## src/rtl/mem_access_pkg.sv

```systemverilog
// Shared definitions for the MEM pipeline stage: access size encodings,
// the stage state enum and a helper that maps the illegal size onto a word.
package mem_access_pkg;

    localparam logic [1:0] SZ_BYTE = 2'd0;
    localparam logic [1:0] SZ_HALF = 2'd1;
    localparam logic [1:0] SZ_WORD = 2'd2;

    typedef enum logic [2:0] {
        MS_IDLE,
        MS_REQ,
        MS_WAIT,
        MS_DONE,
        MS_DRAIN
    } mem_state_e;

    // Size 3 has no meaning on the bus, so it is issued as a word access.
    function automatic logic [1:0] norm_size(input logic [1:0] sz);
        return (sz == 2'd3) ? SZ_WORD : sz;
    endfunction

endpackage

```

## src/rtl/mem_access_align.sv

```systemverilog
// Combinational data alignment for the MEM stage: misalignment detection
// and store replication for the request side, shift/extend for load data.
module mem_align
    import mem_access_pkg::*;
(
    input  logic [1:0]  req_addr_lo,
    input  logic [1:0]  req_size,
    input  logic [31:0] store_src,
    output logic        misaligned,
    output logic [31:0] store_data,
    input  logic [1:0]  rsp_addr_lo,
    input  logic [1:0]  rsp_size,
    input  logic        rsp_unsigned,
    input  logic [31:0] rdata,
    output logic [31:0] load_data
);

    logic [31:0] shifted;

    always_comb begin
        misaligned = 1'b0;
        store_data = store_src;
        case (req_size)
            SZ_BYTE: store_data = {4{store_src[7:0]}};
            SZ_HALF: begin
                misaligned = req_addr_lo[0];
                store_data = {2{store_src[15:0]}};
            end
            default: misaligned = |req_addr_lo;
        endcase
    end

    // The addressed byte lane is moved down to bit 0 before extension.
    always_comb begin
        shifted   = rdata >> {rsp_addr_lo, 3'b000};
        load_data = shifted;
        case (rsp_size)
            SZ_BYTE: load_data = {{24{~rsp_unsigned & shifted[7]}}, shifted[7:0]};
            SZ_HALF: load_data = {{16{~rsp_unsigned & shifted[15]}}, shifted[15:0]};
            default: load_data = shifted;
        endcase
    end

endmodule

```

## src/rtl/mem_access.sv

```systemverilog
// MEM pipeline stage: issues loads/stores on an SRAM-like data bus, holds the
// result in a registered output slot and stalls EX while a transaction is open.
module mem_access
    import mem_access_pkg::*;
#(
    parameter int ADDR_W = 32
) (
    input  logic              clk,
    input  logic              rst,
    input  logic              in_valid,
    output logic              in_ready,
    input  logic              flush,
    input  logic              mem_en,
    input  logic              mem_wr,
    input  logic [1:0]        mem_size,
    input  logic              mem_unsigned,
    input  logic [31:0]       ex_out,
    input  logic [31:0]       rtdata,
    input  logic [4:0]        reg_waddr_i,
    input  logic              regwrite_i,
    input  logic [31:0]       pc_i,
    output logic              data_req,
    output logic              data_wr,
    output logic [1:0]        data_size,
    output logic [ADDR_W-1:0] data_addr,
    output logic [31:0]       data_wdata,
    input  logic              data_addr_ok,
    input  logic [31:0]       data_rdata,
    input  logic              data_data_ok,
    output logic              out_valid,
    input  logic              out_ready,
    output logic [31:0]       wb_data,
    output logic [4:0]        reg_waddr_o,
    output logic              regwrite_o,
    output logic [31:0]       pc_o,
    output logic              addr_err_load,
    output logic              addr_err_store,
    output logic [31:0]       badvaddr,
    output logic              busy
);

    mem_state_e  state;
    logic        load_unsigned;
    logic        misaligned;
    logic        mis_err;
    logic        accept;
    logic [31:0] store_data;
    logic [31:0] load_data;

    mem_align u_align (
        .req_addr_lo  (ex_out[1:0]),
        .req_size     (mem_size),
        .store_src    (rtdata),
        .misaligned   (misaligned),
        .store_data   (store_data),
        .rsp_addr_lo  (data_addr[1:0]),
        .rsp_size     (data_size),
        .rsp_unsigned (load_unsigned),
        .rdata        (data_rdata),
        .load_data    (load_data)
    );

    assign in_ready = ((state == MS_IDLE) || ((state == MS_DONE) && out_ready)) && !flush;
    assign accept   = in_valid && in_ready;
    assign mis_err  = mem_en && misaligned;
    assign busy     = (state == MS_REQ) || (state == MS_WAIT) || (state == MS_DRAIN);

    // A new instruction may replace a full slot in the same cycle it is consumed,
    // so IDLE and DONE share the accept path.
    always_ff @(posedge clk or negedge rst) begin
        if (!rst) begin
            state          <= MS_IDLE;
            load_unsigned  <= 1'b0;
            data_req       <= 1'b0;
            data_wr        <= 1'b0;
            data_size      <= SZ_BYTE;
            data_addr      <= '0;
            data_wdata     <= '0;
            out_valid      <= 1'b0;
            wb_data        <= '0;
            reg_waddr_o    <= '0;
            regwrite_o     <= 1'b0;
            pc_o           <= '0;
            addr_err_load  <= 1'b0;
            addr_err_store <= 1'b0;
            badvaddr       <= '0;
        end else begin
            case (state)
                MS_IDLE, MS_DONE: begin
                    if (flush) begin
                        state     <= MS_IDLE;
                        out_valid <= 1'b0;
                    end else if (accept) begin
                        reg_waddr_o    <= reg_waddr_i;
                        pc_o           <= pc_i;
                        wb_data        <= ex_out;
                        regwrite_o     <= regwrite_i && !mis_err;
                        addr_err_load  <= mis_err && !mem_wr;
                        addr_err_store <= mis_err && mem_wr;
                        badvaddr       <= mis_err ? ex_out : '0;
                        if (mem_en && !misaligned) begin
                            state         <= MS_REQ;
                            out_valid     <= 1'b0;
                            data_req      <= 1'b1;
                            data_wr       <= mem_wr;
                            data_size     <= norm_size(mem_size);
                            data_addr     <= ex_out;
                            data_wdata    <= store_data;
                            load_unsigned <= mem_unsigned;
                        end else begin
                            state     <= MS_DONE;
                            out_valid <= 1'b1;
                        end
                    end else if ((state == MS_DONE) && out_ready) begin
                        state     <= MS_IDLE;
                        out_valid <= 1'b0;
                    end
                end
                MS_REQ: begin
                    if (flush) begin
                        data_req <= 1'b0;
                        state    <= data_addr_ok ? MS_DRAIN : MS_IDLE;
                    end else if (data_addr_ok) begin
                        data_req <= 1'b0;
                        state    <= MS_WAIT;
                    end
                end
                MS_WAIT: begin
                    if (flush) begin
                        state <= data_data_ok ? MS_IDLE : MS_DRAIN;
                    end else if (data_data_ok) begin
                        state     <= MS_DONE;
                        out_valid <= 1'b1;
                        if (!data_wr) begin
                            wb_data <= load_data;
                        end
                    end
                end
                MS_DRAIN: begin
                    if (data_data_ok) begin
                        state <= MS_IDLE;
                    end
                end
                default: state <= MS_IDLE;
            endcase
        end
    end

endmodule

```

## config.mk

```make
export PLATFORM = sky130hd
export DESIGN_NAME = mem_access
export DESIGN_NICKNAME = d
export VERILOG_FILES = /design/src/rtl/mem_access_pkg.sv /design/src/rtl/mem_access_align.sv /design/src/rtl/mem_access.sv
export SDC_FILE = /design/constraint.sdc
export NUM_CORES = 1
export LEC_CHECK = 0
export ABC_AREA = 0
export BUFFER_PORTS_ARGS = -buffer_cell sky130_fd_sc_hd__buf_2
export CAP_MARGIN = 20
export CORE_MARGIN = 4
export CORE_UTILIZATION = 45
export CTS_CLUSTER_DIAMETER = 50
export DETAILED_ROUTE_END_ITERATION = 10
export HOLD_SLACK_MARGIN = 0.02
export PLACE_DENSITY_LB_ADDON = 0.05
export REMOVE_ABC_BUFFERS = 1
export SETUP_SLACK_MARGIN = 0.02
export SYNTH_ARGS = -nofsm -noshare
export SYNTH_HDL_FRONTEND = slang
export SYNTH_HIERARCHICAL = 1
export SYNTH_SLANG_ARGS = --single-unit
```

## constraint.sdc

```tcl
create_clock -name clk -period 2.12 [get_ports clk]
set_clock_uncertainty 0.15 [all_clocks]
set_input_delay 0.424 -clock clk [delete_from_list [all_inputs] [get_ports clk]]
set_output_delay 0.424 -clock clk [all_outputs]
set_load 0.005 [all_outputs]
```

==> reports/results.tsv <==
metric	value	unit
outcome	complete, but fails checks	
violated checks	setup timing	
critical path required time	2280	ps
PortBufs	320	
flops & latches, synth	177	
I/O pins	321	
CTS Sinks	177	
Power Dens Cells	1300	nW/um^2
Critical Path Sink Type	flip-flop	
endpoints failing setup	16	
Initial Util	0.465	
first-pass GRT wire length	37400	um
die area	21100	sq um
total gr overflow	0	
die height	145	um
Netlist Area Pre-Place	8490	sq um
Final Hold Vio Count	0	
synth top area cells	dfrtp_1 52%, mux2_2 19%, mux2_4 5.3%	
chip width	145	um
Lkg Pwr	5.73	nW
fmax	460	MHz
worst-margin pin slew	519	ps
Residual DRC	0	
Worst EP arrival	2330	ps
post-route minimum period	2170	ps
CTS root buffer	clkbuf_16	
vias per cell	5.07	
Yosys Warn Count	6	
most common cell in the netlist	dfrtp_1	
Routed wire per std cell	18.9	um
Reg-to-Reg End	wb_data[28]	
Hold Crit Start	mem_wr	
total global-route track usage	0.223	
drt pass-1 iters	4	
Post-synth EDFFs	0	
PnR worst setup slack	-53.1	ps
Post-Syn Instances	693	
R2R cell count	7	
reg2reg start	state[0]	
Slew Limit Fails	0	
row count	49	
final instance area	11500	sq um
Relative slew margins	0.654	
DRT antenna net count	0	
placed cell areas	10700	sq um
Place WS	-72.9	ps
Tightest Hold Check Type	input port to flip-flop	
Worst Hold Path Cells	2	
DP HPWL	17800	um
Worst-Skew Late Latency	430	ps
syn avg cell area	12.2	sq um
initial DRC count	255	
Hold Path Sink	addr_err_load	
pin count of the biggest net entering global routing	64	
Core Region	18300	sq um
main flop type after synthesis	dfrtp_1	
Vias	6508	
RSZ-0062 raised after global routing	yes	
area delta synth->final	35.6	%
Tcrit/Tclk final	1.03	
Startpoint Class	flip-flop	
R2R setup slack	-50	ps
CP Max Fanout	16	
critical path type	flip-flop to flip-flop	
initial antenna violation count	3	
Worst VDD drop	0.635	mV
max-cap violations	0	
synth cell count leaders	177 x dfrtp_1, 142 x mux2_2, 100 x nand2_1	
synth unique cells	36	
cts bufs inserted	17	
post-synthesis sequential area ratio	0.522	
maximum buffer depth of the clock tree	2	
Final nets	1187	
total power	14.9	mW
DRT Wirelength	24300	um
area leader, netlist	dfrtp_1	
clk slew on worst S/H paths	70	ps
H-tree depth	4	
CTS tree	done	
vias in the first global route	6525	
Async S/R FF share, synth	1.00	
area share of the largest cell type after synthesis	0.522	
Placer Congestion	0.812	
layout cells sized above 1	0.584	
==> logic make-up (layout without fill, tap and decap cells) <==
group	after synthesis	count (layout)	synth area share
flops	177	177	0.522
other cells	0	1	0
mux	213	213	0.293
buf+inv	58	419	0.0400
simple gates	150	150	0.0762
compound gates	95	95	0.0687
==> metrics by stage <==
| stage | setup TNS (ps) | hold slack (ps) | cells | util |
|---|---|---|---|---|
| floorplan | -179760 | -21.6 | 641 | - |
| global placement | -684 | 231 | 1239 | 0.583 |
| detailed placement | -1970 | 232 | 1239 | 0.583 |
| CTS | -5.39 | 50.6 | 1275 | 0.618 |
| global route | -1800 | 49.1 | 1283 | 0.630 |
| finish | -443 | 61.3 | 1284 | 0.630 |
==> worst max path at each step <==
stage / from / endpoint / slack (ps) / depth (start not counted)
2_1_floorplan: state[1] / wb_data[0] / -1760 / 4
3_3_place_gp: ex_out[0] / data_addr[23] / -50 / 8
3_5_place_dp: ex_out[0] / data_addr[23] / -70 / 8
4_1_cts: data_addr[0] / wb_data[13] / -5 / 7
5_1_grt: state[0] / wb_data[24] / -100 / 7
6_report: state[0] / wb_data[28] / -50 / 7
==> timing repair <==
item                                    in CTS  in global routing
cloned                                       0                  3
buffers inserted                             3                  5
resized for setup                           12                 29
hold endpoints to repair                    35                  0
endpoints found under the setup margin      21                 25
pin swaps                                    1                  3
hold buffers                                 1                  0
==> layer usage <==
metal | part of all wire | global-route usage
met5 | 0.0016 | 0
met4 | 0.017 | 0.0613
met3 | 0.073 | 0.0691
met2 | 0.48 | 0.370
met1 | 0.43 | 0.286
==> flip-flops by register name, summed over array words and instances (netlist names) <==
name,count
badvaddr,32
data_addr,32
data_wdata,32
pc_o,32
wb_data,32
reg_waddr_o,5
state,3
data_size,2
addr_err_load,1
addr_err_store,1
data_req,1
data_wr,1
load_unsigned,1
out_valid,1
regwrite_o,1
==> layout make-up <==
type	count	area, sq um
well taps	229	287
repair buffers	381	2330
clock inverters	13	126
diodes	1	2.50
flip-flops and latches	177	4440
clock buffers	19	443
inverters	6	22.5
multi-input cells	458	3870
fillers	1512	6760
==> power breakdown <==
part / total (mW) / internal (mW) / switching [mW]
Sequential: 5.67 / 4.85 / 0.819
Clock: 3.07 / 1.67 / 1.40
Combinational: 6.17 / 3.48 / 2.69
Total: 14.9 / 10.0 / 4.91
==> critical path, stage by stage, from the launching register on <==
cell       delay, ps
dfrtp_2          450
nand2b_4         160
buf_6            110
buf_6            110
nor2_4           200
clkbuf_16        270
mux2_2           340
mux2_4           250
==> cells in the final DEF, fill, tap and decap left out, types with 4 or more instances in the layout <==
cell / synthesis / final
a211oi_1: 14 / 11
a21oi_1: 11 / 11
buf_12: 0 / 15
buf_2: 19 / 319
buf_4: 16 / 37
buf_6: 5 / 6
clkbuf_16: 0 / 20
dfrtp_1: 177 / 172
dfrtp_2: 0 / 5
inv_1: 6 / 6
mux2_1: 13 / 10
mux2_2: 142 / 129
mux2_4: 30 / 46
mux2i_1: 27 / 27
nand2_1: 100 / 100
nand3b_1: 4 / 4
nor2_1: 24 / 22
nor2b_1: 10 / 7
o21ai_0: 56 / 54
(Power assumes the default switching activity.)
